**src/rtl/core_pkg.sv**
```systemverilog
// Shared definitions for the RV32I core: instruction constants, the IF/ID
// pipeline record and small helpers used by the fetch stage.
package core_pkg;

  localparam int          XLEN      = 32;
  localparam logic [31:0] NOP_INSTR = 32'h0000_0013; // addi x0,x0,0

  localparam logic [6:0]  OP_BRANCH = 7'b1100011;
  localparam logic [6:0]  OP_LOAD   = 7'b0000011;

  // IF/ID pipeline register contents
  typedef struct packed {
    logic [XLEN-1:0] instr;
    logic [XLEN-1:0] pc;
    logic [XLEN-1:0] pc4;
    logic            valid;
    logic            misalign;
  } ifid_t;

  // Bubble placed into Decode on reset or flush
  function automatic ifid_t ifid_bubble();
    ifid_t b;
    b.instr    = NOP_INSTR;
    b.pc       = '0;
    b.pc4      = '0;
    b.valid    = 1'b0;
    b.misalign = 1'b0;
    return b;
  endfunction

  // Redirect target with bit 0 cleared, as JALR does
  function automatic logic [XLEN-1:0] redirect_pc(input logic [XLEN-1:0] tgt);
    return {tgt[XLEN-1:1], 1'b0};
  endfunction

endpackage

```
**src/rtl/fetch_perf_cnt.sv**
```systemverilog
// Fetch-stage performance counters: valid fetches into Decode, Decode stall
// cycles and Decode flush cycles. All counters wrap at 2^32.
module fetch_perf_cnt
  import core_pkg::*;
(
  input  logic            i_clk,
  input  logic            i_reset,
  input  logic            i_fetch,
  input  logic            i_stall,
  input  logic            i_flush,
  output logic [XLEN-1:0] o_cnt_fetch,
  output logic [XLEN-1:0] o_cnt_stall,
  output logic [XLEN-1:0] o_cnt_flush
);

  logic [XLEN-1:0] r_cnt_fetch;
  logic [XLEN-1:0] r_cnt_stall;
  logic [XLEN-1:0] r_cnt_flush;

  // Count qualifying edges; natural overflow gives the modulo-2^32 wrap
  always_ff @(posedge i_clk or negedge i_reset) begin
    if (!i_reset) begin
      r_cnt_fetch <= '0;
      r_cnt_stall <= '0;
      r_cnt_flush <= '0;
    end else begin
      if (i_fetch) r_cnt_fetch <= r_cnt_fetch + 32'd1;
      if (i_stall) r_cnt_stall <= r_cnt_stall + 32'd1;
      if (i_flush) r_cnt_flush <= r_cnt_flush + 32'd1;
    end
  end

  assign o_cnt_fetch = r_cnt_fetch;
  assign o_cnt_stall = r_cnt_stall;
  assign o_cnt_flush = r_cnt_flush;

endmodule

```
**src/rtl/fetch_stage.sv**
```systemverilog
// Instruction-fetch stage plus IF/ID register of the 5-stage RV32I core.
// Holds the PC, drives the imem address and registers the fetched word into
// Decode under hazard-unit stall/flush control and Execute redirects.
// Optional performance counters are built when FETCH_PERF_EN is defined.
module fetch_stage
  import core_pkg::*;
#(
  parameter logic [31:0] RESET_PC = 32'h0000_0000
) (
  input  logic        i_clk,
  input  logic        i_reset,
  input  logic        StallF,
  input  logic        StallD,
  input  logic        FlushD,
  input  logic        pc_sel_E,
  input  logic [31:0] pc_target_E,
  input  logic [31:0] instr_F,
  output logic [31:0] pc_F,
  output logic [31:0] instr_D,
  output logic [31:0] pc_D,
  output logic [31:0] pc4_D,
  output logic        valid_D,
  output logic        misalign_D,
  output logic [31:0] cnt_fetch,
  output logic [31:0] cnt_stall,
  output logic [31:0] cnt_flush
);

  logic [31:0] r_pc;
  logic        r_mis_f;     // current fetch came from a target with bit 1 set
  logic        r_started;   // first edge after reset release has happened
  ifid_t       r_ifid;

  logic [31:0] w_pc4_f;
  logic [31:0] w_pc_next;
  logic        w_mis_next;
  logic        w_ifid_load;
  ifid_t       w_ifid_new;

  assign w_pc4_f     = r_pc + 32'd4;
  assign w_ifid_load = !FlushD && !StallD;

  // Next-PC select: redirect beats stall, which beats sequential advance
  always_comb begin
    w_pc_next  = w_pc4_f;
    w_mis_next = 1'b0;
    if (pc_sel_E) begin
      w_pc_next  = redirect_pc(pc_target_E);
      w_mis_next = pc_target_E[1];
    end else if (StallF) begin
      w_pc_next  = r_pc;
      w_mis_next = r_mis_f;
    end
  end

  // PC register and misalign flag travelling with the current fetch
  always_ff @(posedge i_clk or negedge i_reset) begin
    if (!i_reset) begin
      r_pc    <= RESET_PC;
      r_mis_f <= 1'b0;
    end else begin
      r_pc    <= w_pc_next;
      r_mis_f <= w_mis_next;
    end
  end

  // Started flag gates fetch counting until the pipeline is live
  always_ff @(posedge i_clk or negedge i_reset) begin
    if (!i_reset) r_started <= 1'b0;
    else          r_started <= 1'b1;
  end

  // Record loaded into Decode on a normal advance
  always_comb begin
    w_ifid_new          = ifid_bubble();
    w_ifid_new.instr    = instr_F;
    w_ifid_new.pc       = r_pc;
    w_ifid_new.pc4      = w_pc4_f;
    w_ifid_new.valid    = 1'b1;
    w_ifid_new.misalign = r_mis_f;
  end

  // IF/ID register: flush beats stall
  always_ff @(posedge i_clk or negedge i_reset) begin
    if (!i_reset)       r_ifid <= ifid_bubble();
    else if (FlushD)    r_ifid <= ifid_bubble();
    else if (!StallD)   r_ifid <= w_ifid_new;
  end

  assign pc_F       = r_pc;
  assign instr_D    = r_ifid.instr;
  assign pc_D       = r_ifid.pc;
  assign pc4_D      = r_ifid.pc4;
  assign valid_D    = r_ifid.valid;
  assign misalign_D = r_ifid.misalign;

`ifdef FETCH_PERF_EN
  logic w_fetch_inc;
  assign w_fetch_inc = w_ifid_load && r_started;

  fetch_perf_cnt u_perf (
    .i_clk       (i_clk),
    .i_reset     (i_reset),
    .i_fetch     (w_fetch_inc),
    .i_stall     (StallD),
    .i_flush     (FlushD),
    .o_cnt_fetch (cnt_fetch),
    .o_cnt_stall (cnt_stall),
    .o_cnt_flush (cnt_flush)
  );
`else
  // Counters absent: only the perf block consumes these qualifiers
  logic w_perf_unused;
  assign w_perf_unused = r_started ^ w_ifid_load;
  assign cnt_fetch = '0;
  assign cnt_stall = '0;
  assign cnt_flush = '0;
`endif

endmodule
```
**config.mk**
```make
export PLATFORM = sky130hd
export DESIGN_NAME = fetch_stage
export DESIGN_NICKNAME = d
export VERILOG_FILES = /design/src/rtl/core_pkg.sv /design/src/rtl/fetch_perf_cnt.sv /design/src/rtl/fetch_stage.sv
export SDC_FILE = /design/constraint.sdc
export NUM_CORES = 1
export LEC_CHECK = 0
export ABC_AREA = 1
export CAP_MARGIN = 0
export CELL_PAD_IN_SITES_DETAIL_PLACEMENT = 1
export CELL_PAD_IN_SITES_GLOBAL_PLACEMENT = 2
export CORE_MARGIN = 5
export CORE_UTILIZATION = 23
export CTS_BUF_LIST = sky130_fd_sc_hd__clkbuf_16
export CTS_CLUSTER_DIAMETER = 100
export DETAILED_ROUTE_END_ITERATION = 7
export GPL_ROUTABILITY_DRIVEN = 0
export GPL_TIMING_DRIVEN = 0
export HOLD_SLACK_MARGIN = 0.12
export PLACE_DENSITY_LB_ADDON = 0.1
export SETUP_SLACK_MARGIN = 0.3
export SYNTH_ARGS = -nofsm -noshare
export SYNTH_HDL_FRONTEND = slang
export SYNTH_SLANG_ARGS = --single-unit
```
**constraint.sdc**
```tcl
create_clock -name i_clk -period 1.9 [get_ports i_clk]
set_input_delay 0.285 -clock i_clk [delete_from_list [all_inputs] [get_ports i_clk]]
set_output_delay 0.285 -clock i_clk [all_outputs]
set_load 0.05 [all_outputs]
```
==> metrics.md <==
| Metric | Value |
|---|---|
| Status | finished clean |
| Area leader, netlist | dfrtp_1 |
| Most frequent cells in the layout | 233 x nand2_1, 115 x buf_4, 107 x dfrtp_1, 97 x conb_1, 68 x inv_1 |
| Worst r2r src | pc_F[4]$_DFFE_PN0N_ |
| RSZ-0062 raised after global routing | true |
| Most common cell after layout, fill and taps aside | nand2_1 |
| Worst Tran Pin Value | 0.785 ns |
| Peak Freq | 0.618 GHz |
| Die W | 178 µm |
| Placed Area | 9340 µm² |
| Final setup fails | 0 |
| P&R area growth vs syn | 55.1% |
| Tmin final | 1.62 ns |
| Core region area | 27900 µm² |
| Relative slew slack | 47.7% |
| Vias in the first global route | 6241 |
| Critical path required time | 1.62 ns |
| Nets@finish | 1174 |
| FF+latch count, synth | 128 |
| Vias/cell | 3.96 |
| Die H | 178 µm |
| WS Path Type | reg -> out |
| Max_cap viols | 0 |
| Final Power | 9.00 mW |
| Initial antenna violation count | 0 |
| CTS tree | yes |
| FF-to-FF path depth | 10 |
| Distinct cells, synth | 29 |
| Final hold vios | 0 |
| Total track usage | 15.3% |
| Synth Cell Area | 6490 µm² |
| Register area share after synthesis | 49.4% |
| Clock Path Buffers | 2 |
| Clock skew | 0.0105 ns |
| VDD IR max | 0.470 mV |
| First-pass GRT wire length | 36900 µm |
| Root Buffer | clkbuf_16 |
| CTS Buf Count | 17 |
| Pleak | 5.07 nW |
| Syn. warnings | 0 |
| Share of post-route cells with drive strength above 1 | 32.8% |
| Hold crit path type | in -> async |
| Initial DRC count | 273 |
| Final Cycle Share | 85.2% |
| Clock sink total | 128 |
| Drt drc | 0 |
| Gr ovfl total | 0 |
| Finished Cell Area | 10100 µm² |
| Setup slack after layout | 0.282 ns |
| Top-area cell type share of the netlist area | 48.2% |
| N_diodes | 0 |
| Port buffer count | 196 |
| CP startpoint kind | flip-flop |
| Routed WL per cell | 16.6 µm |
| Final WL | 24800 µm |
| Post-layout util | 36.2% |
| Latest clock arrival within the worst-skew pair | 0.42 ns |
| Reg2Reg Setup Slack | 0.33 ns |
| Die ar. | 31700 µm² |
| Gate count of the mapped netlist | 773 |
| R2r endpoint | pc4_D[22]$_DFFE_PN0P_ |
| Critical Path End Type | primary output |
| Largest net degree at the start of global routing | 74 |
| Max-slew violation count | 0 |
| Worst EP arrival | 1.33 ns |
| Clk slew on worst S/H paths | 0.06 ns |
| Top post-synthesis cells by area | dfrtp_1 48%, nand2_1 14%, buf_4 11%, o21ai_0 4.9%, a22o_1 4.0% |
| Post-route ant nets | 0 |
| Power Density | 893 nW/µm² |
| Mean Syn Cell Area | 8.40 µm² |
| H-tree Lvls | 4 |
| Hold slack | 0.409 ns |
| HPWL after DPL | 19000 µm |
| Row Count | 61 |
| Dpl ws | -0.448 ns |
| First-pass DRT Iterations | 4 |
| Starting density of the core | 23.3% |
| Top Ports | 296 |
| Worst-path fanout max | 4 |
| Routed vias | 5913 |
Yosys cell counts, drive strengths merged:
cell type and n:
o21ai 67, xor2 12, o22a 3, clkbuf 23, o211ai 4, dfrtp 125
dfstp 3, buf 104, and2 3, a22o 30, conb 1, xnor2 1
nand3 26, o21bai 2, o221ai 3, inv 69, nor2 46, ha 1
nand2 250
repair_timing:
action,in CTS,in global routing
setup buffers,2,15
setup endpoints to repair,209,147
resized for setup,373,109
pin swaps,8,20
endpoints found under the hold margin,55,0
hold buffers,1,0
gates cloned,0,0
sequential cells by signal, summed over array words and instances, names as in the netlist:
signal	flops
pc4_D	32
instr_D	32
pc_D	30
misalign_D	1
valid_D	1
r_mis_f	1
pc_F	31
layout make-up:
class	instances	area, µm²
Timing Repair Buffer	215	1900
Sequential cell	128	3230
Multi-Input combinational cell	545	2750
Inverter	69	259
Buffer	127	868
Fill cell	3318	17800
Clock inverter	15	176
Tap cell	378	473
Clock buffer	17	425
stage by stage:
step,std cells,TNS [ns]
after global routing,1494,0
after detailed placement,1444,-25.00
after CTS,1479,0
after global placement,1443,-690.92
final,1494,0
after floorplan,869,0
worst max path at each step:
stage	start	endpoint	slack, ns	depth (start not counted)
3_3_place_gp	i_reset	pc_F[10]$_DFFE_PN0N_	-5.77	1
5_1_grt	pc_F[4]$_DFFE_PN0N_	pc4_D[22]$_DFFE_PN0P_	0.20	10
2_1_floorplan	pc_F[5]$_DFFE_PN0N_	pc4_D[21]$_DFFE_PN0P_	0.31	9
4_1_cts	pc_F[18]$_DFFE_PN0N_	pc_F[18]	0.17	1
3_5_place_dp	FlushD	pc_D[18]$_DFFE_PN0P_	-0.45	5
6_report	pc_F[2]$_DFFE_PN0N_	pc_F[2]	0.28	2
power by group:
part | total [mW] | internal (mW) | switching [mW]
registers | 3.12 | 2.93 | 0.190
logic | 2.47 | 0.699 | 1.77
clock network | 3.41 | 1.98 | 1.43
routing by layer:
layer | GRT usage (%) | part of all wire [%]
met5 | 0 | 0
met1 | 20.7 | 46
met2 | 24.7 | 47
met3 | 3.86 | 6.2
met4 | 3.54 | 1.2
worst max-delay path, stage by stage, from the launching register on:
cell,delay [ns]
dfrtp_2,0.44
buf_4,0.15
clkdlybuf4s15_2,0.33
logic make-up after synthesis:
family	after synthesis	share of synthesized area [%]
simple gates	325	20.7
buf+inv	196	17.1
fa+ha+maj	1	0.193
compound gates	109	10.7
flops	128	49.4
xor+xnor	13	1.87
other cells	1	0.0577
Power figures use the tool's default switching activity.
